File: config.mk
export PLATFORM = sky130hd
export DESIGN_NAME = fsqrt_issue_flat
export DESIGN_NICKNAME = d
export VERILOG_FILES = /design/src/rtl/fsqrt_issue_if.sv /design/src/rtl/fsqrt_issue.sv /design/src/flat_wrapper.sv
export SDC_FILE = /design/constraint.sdc
export NUM_CORES = 1
export LEC_CHECK = 0
export CORE_MARGIN = 2
export CORE_UTILIZATION = 40
export CTS_CLUSTER_SIZE = 28
export DETAILED_ROUTE_END_ITERATION = 10
export GPL_ROUTABILITY_DRIVEN = 0
export PLACE_DENSITY = 0.75
export SYNTH_ARGS = -nofsm -noshare
export SYNTH_HDL_FRONTEND = slang
export SYNTH_SLANG_ARGS = --single-unit
File: constraint.sdc
create_clock -name clk -period 3.25 [get_ports clk]
set_input_delay 0.975 -clock clk [delete_from_list [all_inputs] [get_ports clk]]
set_output_delay 0.975 -clock clk [all_outputs]
set_load 0.02 [all_outputs]
File: src/rtl/fsqrt_issue_if.sv
// Handshake bundle between FPU dispatch, the fsqrt pipeline and writeback.
// The issue stage is the slave; the surrounding logic (or a bench) is the master.
`timescale 1ns/1ps
interface fsqrt_issue_if #(
    parameter int TAG_W = 5
);
    logic             in_valid;
    logic             in_ready;
    logic [31:0]      in_x;
    logic [TAG_W-1:0] in_tag;
    logic [31:0]      sq_x;
    logic [31:0]      sq_y;
    logic             out_valid;
    logic             out_ready;
    logic [31:0]      out_y;
    logic [TAG_W-1:0] out_tag;
    logic             busy;

    modport slave (
        input  in_valid, in_x, in_tag, sq_y, out_ready,
        output in_ready, sq_x, out_valid, out_y, out_tag, busy
    );

    modport master (
        output in_valid, in_x, in_tag, sq_y, out_ready,
        input  in_ready, sq_x, out_valid, out_y, out_tag, busy
    );
endinterface

File: src/rtl/fsqrt_issue.sv
// Issue/retire wrapper for the non-stallable fsqrt pipe: tags ride a shadow
// pipe, results land in a small FIFO, and credits stop the FIFO from overflowing.
`timescale 1ns/1ps
module fsqrt_issue #(
    parameter int LATENCY = 4,
    parameter int TAG_W   = 5,
    parameter int DEPTH   = 4
) (
    input  logic         clk,
    input  logic         rst,
    fsqrt_issue_if.slave bus
);
    localparam int PTR_W = $clog2(DEPTH);
    localparam int CNT_W = $clog2(DEPTH + 1);

    logic                w_fire;
    logic                w_pop;
    logic                w_push;
    logic [LATENCY-1:0]  w_vld_in;
    logic [TAG_W-1:0]    w_tag_in [LATENCY];

    logic [LATENCY-1:0]  r_vld;
    logic [TAG_W-1:0]    r_tag    [LATENCY];
    logic [31:0]         r_mem_y  [DEPTH];
    logic [TAG_W-1:0]    r_mem_tag[DEPTH];
    logic [PTR_W-1:0]    r_wr_ptr;
    logic [PTR_W-1:0]    r_rd_ptr;
    logic [CNT_W-1:0]    r_count;
    logic [CNT_W-1:0]    r_occ;

    // occ counts in-flight plus queued ops, so a fired op always has a FIFO slot.
    assign bus.in_ready  = !rst && (r_occ < CNT_W'(DEPTH));
    assign w_fire        = bus.in_valid && bus.in_ready;
    assign bus.sq_x      = bus.in_x;
    assign w_push        = r_vld[LATENCY-1];
    assign bus.out_valid = (r_count != '0);
    assign w_pop         = bus.out_valid && bus.out_ready;
    assign bus.out_y     = r_mem_y[r_rd_ptr];
    assign bus.out_tag   = r_mem_tag[r_rd_ptr];
    assign bus.busy      = (r_occ != '0);

    generate
        for (genvar gi = 0; gi < LATENCY; gi++) begin : g_track
            if (gi == 0) begin : g_head
                assign w_vld_in[gi] = w_fire;
                assign w_tag_in[gi] = bus.in_tag;
            end else begin : g_body
                assign w_vld_in[gi] = r_vld[gi-1];
                assign w_tag_in[gi] = r_tag[gi-1];
            end
        end
    endgenerate

    // Only the valid bits need clearing: stale tags are never pushed.
    always_ff @(posedge clk) begin
        if (rst) begin
            r_vld <= '0;
        end else begin
            r_vld <= w_vld_in;
        end
        r_tag <= w_tag_in;
    end

    always_ff @(posedge clk) begin
        if (w_push) begin
            r_mem_y[r_wr_ptr]   <= bus.sq_y;
            r_mem_tag[r_wr_ptr] <= r_tag[LATENCY-1];
        end
    end

    always_ff @(posedge clk) begin
        if (rst) begin
            r_wr_ptr <= '0;
            r_rd_ptr <= '0;
            r_count  <= '0;
            r_occ    <= '0;
        end else begin
            if (w_push) begin
                r_wr_ptr <= r_wr_ptr + PTR_W'(1);
            end
            if (w_pop) begin
                r_rd_ptr <= r_rd_ptr + PTR_W'(1);
            end
            case ({w_push, w_pop})
                2'b10:   r_count <= r_count + CNT_W'(1);
                2'b01:   r_count <= r_count - CNT_W'(1);
                default: r_count <= r_count;
            endcase
            r_occ <= r_occ + CNT_W'(w_fire) - CNT_W'(w_pop);
        end
    end
endmodule

File: src/flat_wrapper.sv
// flat-port wrapper written by rule: the top's interface ports become plain ports
module fsqrt_issue_flat 
#(
    parameter int LATENCY = 4,
    parameter int TAG_W   = 5,
    parameter int DEPTH   = 4
)
  (clk, rst, bus_in_valid, bus_in_x, bus_in_tag, bus_sq_y, bus_out_ready, bus_in_ready, bus_sq_x, bus_out_valid, bus_out_y, bus_out_tag, bus_busy);
  fsqrt_issue_if #(.TAG_W(TAG_W)) bus_i ();
  input  logic clk;
  input  logic rst;
  input wire logic [$bits(bus_i.in_valid)-1:0] bus_in_valid;
  input wire logic [$bits(bus_i.in_x)-1:0] bus_in_x;
  input wire logic [$bits(bus_i.in_tag)-1:0] bus_in_tag;
  input wire logic [$bits(bus_i.sq_y)-1:0] bus_sq_y;
  input wire logic [$bits(bus_i.out_ready)-1:0] bus_out_ready;
  output wire logic [$bits(bus_i.in_ready)-1:0] bus_in_ready;
  output wire logic [$bits(bus_i.sq_x)-1:0] bus_sq_x;
  output wire logic [$bits(bus_i.out_valid)-1:0] bus_out_valid;
  output wire logic [$bits(bus_i.out_y)-1:0] bus_out_y;
  output wire logic [$bits(bus_i.out_tag)-1:0] bus_out_tag;
  output wire logic [$bits(bus_i.busy)-1:0] bus_busy;
  assign bus_i.in_valid = bus_in_valid;
  assign bus_i.in_x = bus_in_x;
  assign bus_i.in_tag = bus_in_tag;
  assign bus_i.sq_y = bus_sq_y;
  assign bus_i.out_ready = bus_out_ready;
  assign bus_in_ready = bus_i.in_ready;
  assign bus_sq_x = bus_i.sq_x;
  assign bus_out_valid = bus_i.out_valid;
  assign bus_out_y = bus_i.out_y;
  assign bus_out_tag = bus_i.out_tag;
  assign bus_busy = bus_i.busy;
  fsqrt_issue #(.LATENCY(LATENCY), .TAG_W(TAG_W), .DEPTH(DEPTH)) u_core (.clk(clk), .rst(rst), .bus(bus_i));
endmodule
==> flow_summary.toml, run 1 <==
[critical_path]
cp-end-kind = "output pin"
timing.rr.end = "u_core.r_count[2]"
critical_path_buf_inv_count = 2
max_stage_delay_ns = 0.56
ff2ff_setup_slack_ns = 1.21
worstPathCellList = "buf_12 > mux4_1 > clkdlybuf4s50_1"
critPathTopFamily = "buffers and inverters"
worstPathMaxFanout = 18
arrival_ns = 2.16
reg2regPathDepth = 7
criticalPathCategory = "reg -> out"
critPathRequiredTime_ns = 2.27
worstSetupStartpointType = "flip-flop"
slowest_stage = "mux4_1"
regToRegStartpoint = "u_core.r_count[1]"

[final_layout]
layout_common_cells = "edfxtp_1 (148), clkdlybuf4s50_1 (57), dfxtp_1 (34)"
multi_input_area_um2 = 1220
final_core_util_pct = 49.5
final_common_cell = "edfxtp_1"
drive_gt1_share_pct = 19.0
finalInstanceArea_um2 = 8180
diodes = 0
nNetsFinal = 463
syn_to_final_growth_pct = 21.4
seqCellArea_um2 = 5170
fillers = 1321

[synthesis]
synth_top_cell_by_area = "edfxtp_1"
yosys_most_used_dff = "edfxtp_1"
yosys.area.top_type_share_pct = 65.9
synthesis.area_um2 = 6740
ys_top_cells_by_area = "edfxtp_1 (66%), dfxtp_1 (11%), mux4_2 (10%)"
yosysWarnings = 0
synth_cells = 317
yosysSeqAreaShare_pct = 76.6
avgSynthCellArea_um2 = 21.3
synth_edf_count = 148
syn_nets = 398
synth_cell_types = 25
async_flop_share_pct = 0
synth-seq-cells = 184

[global_routing]
grt_overflow = 0
grt_max_degree = 38
antenna_found_initial = 0
grtUsageTotal_pct = 13.3
grt_pass1_vias = 3268
grt_pass1_wl_mm = 17.5

[placement]
dp_hpwl_mm = 6.09
pre_cts_slack_ns = 0.116
placed_area_um2 = 7540
portBuffers = 80

[clock_tree]
htreeDepth = 4
cts_hold_buf = 0
clk_pin_slew_ns = 0.07
cts_inserted_buffers = 17
worstSkewPairLatency_ns = 0.42
cts_tree = "built"
cts_num_sinks = 184
cts_root_buf = "clkbuf_16"
cts_buffer_depth = 2

[sta]
tightest_slew_ns = 1.06
fin_setup_tns_ns = 0
period_needed_ns = 3.14
fmax_mhz = 319
post-route-period-util_pct = 96.6
hold_ws_ns = 0.327
setup_viol = 0
slew_viol_final = 0
relSlewSlack_pct = 29.4
rsz0062_at_grt = "no"
hold_viol = 0
fin_ws_ns = 0.110
clock_skew_ns = 0.0124

[min_path]
holdCritStartpoint = "u_core.r_tag[10]"
hold_end = "u_core.r_tag[5]"
hold_depth = 0
hold_path.class = "reg -> reg"

[power]
power.leakage_nw = 2.72
p_comb_share_pct = 7.7
intPower_mw = 3.97
ir_drop_mv = 0.314
swShare_pct = 21.5
p_clk_share_pct = 40.6
powerDensity_nw_per_um2 = 618
p_sw_mw = 1.09
power.share.sequential_pct = 51.7

[floorplanning]
rows = 47
die_x_um = 134
start_util_pct = 40.8
ios = 145
die_y_um = 134
die-area_um2 = 17900
core_um2 = 16500

[drt]
drtIter0Drc = 107
final_antenna_net_count = 0
vias_per_cell = 4.87
wl_per_cell_um = 18.0
via_count = 2998
dr.pass1.iters = 4
finalWirelength_mm = 11.1
remaining_drc_errors = 0

[status]
status = "finished, final reports clean"

[run]
cap_violations = 0
## state kept, by name, summed over array words and instances, names as in the netlist, named ones only
signal	count
u_core.r_rd_ptr	2
u_core.r_vld	4
u_core.r_count	3
u_core.r_wr_ptr	2
u_core.r_occ	3
u_core.r_mem_tag	20
u_core.r_mem_y	128
u_core.r_tag	20
## per-layer routing
| layer | track usage, % | up-vias | part of all wire, % |
|---|---|---|---|
| met5 | 0 | - | 0 |
| met4 | 5.56 | 0 | 1.6 |
| met3 | 4.95 | 23 | 6.1 |
| met2 | 22.4 | 83 | 51 |
| met1 | 15.5 | 1552 | 41 |
| li1 | - | 1340 | - |
## timing repair
| action | CTS | global route |
|---|---|---|
| resized for setup | 19 | 4 |
| setup buffers | 0 | 3 |
| gates cloned | 1 | 0 |
| endpoints found under the setup margin | 5 | 6 |
## worst max path at each step
| stage | startpoint | to | slack [ns] | depth (start not counted) |
|---|---|---|---|---|
| final | flip-flop | bus_out_y[3] | 0.11 | 3 |
| after global placement | rst | bus_in_ready | 0.12 | 3 |
| after floorplan | rst | u_core.r_occ[2] | 0.76 | 7 |
| after detailed placement | rst | bus_in_ready | 0.12 | 3 |
| after CTS | flip-flop | bus_out_tag[4] | 0.02 | 3 |
| after global routing | flip-flop | bus_out_y[2] | 0.01 | 3 |
## cells in the mapped netlist, types with 4 or more instances
master	instances
and2_1	4
edfxtp_1	148
ha_1	6
nor2b_1	5
dfxtp_1	36
xnor2_1	5
buf_4	32
mux4_2	30
mux4_1	7
nor2_1	11
inv_1	8
## worst register-to-register path, cell delays in order (launching register included)
cell	delay, ns
dfxtp_1	0.40
o31a_1	0.29
ha_1	0.24
inv_1	0.07
fa_1	0.37
xor2_1	0.16
or3_1	0.31
a21oi_1	0.13
## layout make-up
cell class                 count  share of cell area, %
sequential                   184                   63.1
multi-input combinational     84                   14.9
timing repair buffer          87                   10.9
clock buffer                  20                   5.84
tap                          220                   3.36
clock inverter                12                   1.56
inverter                       8                  0.367
## per-stage QoR
stage / instances / power (mW)
after CTS: 612 / 5.11
after global routing: 615 / 5.25
after floorplan: 317 / 2.94
after global placement: 579 / 3.04
after detailed placement: 579 / 3.05
final: 615 / 5.05
## logic make-up after synthesis
kind of cell / after synthesis / synth area share (%)
AO/OA/AOI/OAI: 5 / 0.483
AND/OR/NAND/NOR: 25 / 1.84
multiplexers: 38 / 12.9
flip-flops: 184 / 76.6
XOR/XNOR: 8 / 1.04
buffers and inverters: 49 / 5.42
adder cells (fa/ha/maj): 8 / 1.71
## power by group through the flow
stage / Sequential (mW) / Combinational [mW] / Clock [mW]
finish: 2.61 / 0.389 / 2.05
global route: 2.61 / 0.422 / 2.21
CTS: 2.61 / 0.392 / 2.11
detailed placement: 2.66 / 0.391 / 0
global placement: 2.66 / 0.382 / 0
floorplan: 2.66 / 0.281 / 0
Note: power is estimated with default switching activity, not from simulation.
==> run 2, diff against run 1 <==
Settings changed: ABC_AREA set to 1, CTS_CLUSTER_SIZE 28 to not set, HOLD_SLACK_MARGIN set to 0.02.
==> flow_summary.toml, run 2 <==
[final_layout]
seqCellArea_um2 = 5170
largest_reg_flops = 128
layout_common_cells = "edfxtp_1 (148), nor2_1 (86), clkdlybuf4s50_1 (77)"
final_common_cell = "edfxtp_1"
fillers = 1403
diodes = 0
syn_to_final_growth_pct = 19.6
nNetsFinal = 643
drive_gt1_share_pct = 7.83
multi_input_area_um2 = 1210
reg_top3 = "u_core.r_mem_y x128, u_core.r_mem_tag x20, u_core.r_tag x20"
top_register = "u_core.r_mem_y"

[synthesis]
yosysMostFrequentCell = "edfxtp_1"
synthesis.area_um2 = 6880
async_flop_share_pct = 0
yosysWarnings = 0
synthTopCellsByCount = "edfxtp_1 (148), nor2_1 (86), o21ai_0 (50)"
synth_cells = 510
synth_edf_count = 148
synth-seq-cells = 184
synth_top_cell_by_area = "edfxtp_1"
synth_cell_types = 21
yosys.area.top_type_share_pct = 64.6
yosys_most_used_dff = "edfxtp_1"
yosysSeqAreaShare_pct = 75.1
avgSynthCellArea_um2 = 13.5
syn_nets = 591
ys_top_cells_by_area = "edfxtp_1 (65%), dfxtp_1 (10%), nor2_1 (4.7%)"

[drt]
final_antenna_net_count = 0
wl_per_cell_um = 16.6
finalWirelength_mm = 13.2
drtIter0Drc = 225
via_count = 4019
remaining_drc_errors = 0
dr.pass1.iters = 4
vias_per_cell = 5.06

[global_routing]
top_usage_layer = "met2"
grt_overflow = 0
grt_pass1_vias = 4057
gr-usage-met2_pct = 24.9
grt_use_met1_pct = 17.7
grtUsageTotal_pct = 15.0
gr-usage-met3_pct = 4.75
antenna_found_initial = 0
grt_pass1_wl_mm = 20.5
grt_max_degree = 43

[floorplanning]
die-area_um2 = 18300
ios = 145
die_y_um = 135
core_um2 = 16700
rows = 47
die_x_um = 135
start_util_pct = 41.2

[sta]
fmax_mhz = 318
fin_ws_ns = 0.104
post-route-period-util_pct = 96.8
hold_ws_ns = 0.326
relSlewSlack_pct = 34.1
tightest_slew_ns = 0.987
setup_viol = 0
clock_skew_ns = 0.0141
slew_viol_final = 0
rsz0062_at_grt = "yes"
hold_viol = 0
period_needed_ns = 3.15

[critical_path]
ff2ff_setup_slack_ns = 1.30
reg2regPathDepth = 12
worstPathMaxFanout = 32
worstPathCellList = "buf_4 > o21ai_0 > o22ai_1 > clkdlybuf4s50_1"
worstSetupStartpointType = "flip-flop"
arrival_ns = 2.17
slowest_stage = "clkdlybuf4s50_1"
critPathRequiredTime_ns = 2.27
critPathTopFamily = "buffers and inverters"
timing.rr.end = "u_core.r_count[2]"
regToRegStartpoint = "u_core.r_count[0]"
criticalPathCategory = "reg -> out"
cp-end-kind = "output pin"
max_stage_delay_ns = 0.67
critical_path_buf_inv_count = 2

[min_path]
hold_path.class = "reg -> reg"
hold_depth = 0
hold_end = "u_core.r_tag[14]"
holdCritStartpoint = "u_core.r_tag[19]"

[clock_tree]
htreeDepth = 4
clk_pin_slew_ns = 0.07
cts_buffer_depth = 2
cts_hold_buf = 0
cts_inserted_buffers = 17
cts_num_sinks = 184
cts_tree = "built"
cts_setup_buffers = 0
cts_root_buf = "clkbuf_16"
worstSkewPairLatency_ns = 0.42

[power]
power.leakage_nw = 2.87
ir_drop_mv = 0.357
powerDensity_nw_per_um2 = 689

[placement]
pre_cts_slack_ns = 0.118
dp_hpwl_mm = 7.60
portBuffers = 80

[status]
status = "finished, final reports clean"

[run]
cap_violations = 0
-- run 2: changes by cell type in the layout (fill, tap and decap cells not counted), moves of 7 or more --
cell             change
inv_1               +14
nor2_1              +75
dlygate4sd2_1       -18
o21ai_0             +49
clkdlybuf4s50_1     +20
o21ai_1             +28
o22ai_1             +37
mux4_1               -7
mux4_2              -30
nand2_1             +19
-- run 2: kinds of logic after synthesis --
| logic type | count (synthesis) | share of synthesized area [%] |
|---|---|---|
| DFF | 184 | 75.1 |
| buffers and inverters | 83 | 7.31 |
| and+or+nand+nor | 111 | 6.15 |
| AOI/OAI and AO/OA | 122 | 9.55 |
| adders and majority gates | 8 | 1.67 |
| xor gates and xnor gates | 2 | 0.255 |
-- run 2: cell type report --
cell class | instances | area share [%]
Sequential cell | 184 | 62.8
Multi-Input combinational cell | 243 | 14.7
Timing Repair Buffer | 89 | 10.8
Clock buffer | 21 | 5.73
Tap cell | 220 | 3.34
Clock inverter | 11 | 1.34
Inverter | 27 | 1.23
-- run 2: through the flow --
| stage | total power [mW] | utilization [%] | area, µm² | TNS (ns) | instances |
|---|---|---|---|---|---|
| finish | 5.67 | 49.3 | 8230 | 0 | 795 |
| CTS | 5.72 | 49.2 | 8220 | 0 | 795 |
| floorplan | 3.37 | - | 6880 | 0 | 510 |
| global route | 5.91 | 49.3 | 8230 | -0.00541 | 795 |
| detailed placement | 3.73 | 45.7 | 7640 | 0 | 763 |
| global placement | 3.69 | 45.7 | 7640 | 0 | 763 |
-- run 2: worst max path at each step --
| stage | endpoint | slack (ns) | cells after the start |
|---|---|---|---|
| after CTS | bus_out_y[12] | 0.04 | 5 |
| after detailed placement | bus_in_ready | 0.12 | 3 |
| after global routing | bus_out_y[31] | -0.003 | 5 |
| after floorplan | u_core.r_occ[2] | 0.66 | 10 |
| final | bus_out_y[3] | 0.10 | 4 |
| after global placement | bus_in_ready | 0.11 | 3 |
-- run 2: timing repair --
| item | CTS | global route |
|---|---|---|
| setup endpoints to repair | 1 | 10 |
| pin swaps | 0 | 0 |
| gates resized for setup | 1 | 4 |
-- run 2: per-layer routing --
metal,up-vias,share of wire (%)
met5,-,0
met4,0,2.1
met3,45,5.4
met2,125,49
met1,1955,43
li1,1894,-
-- run 2: power by group --
group	total (mW)	internal, mW	switching (mW)
Clock	1.99	1.14	0.853
Sequential	2.63	2.60	0.0362
Combinational	1.04	0.435	0.609
Total	5.67	4.17	1.50
==> run 3, diff against run 2 <==
Settings changed: CTS_CLUSTER_SIZE set to 20.
==> results of run 3 <==
No change in the layout: final DEF, timing and power equal those of run 2.
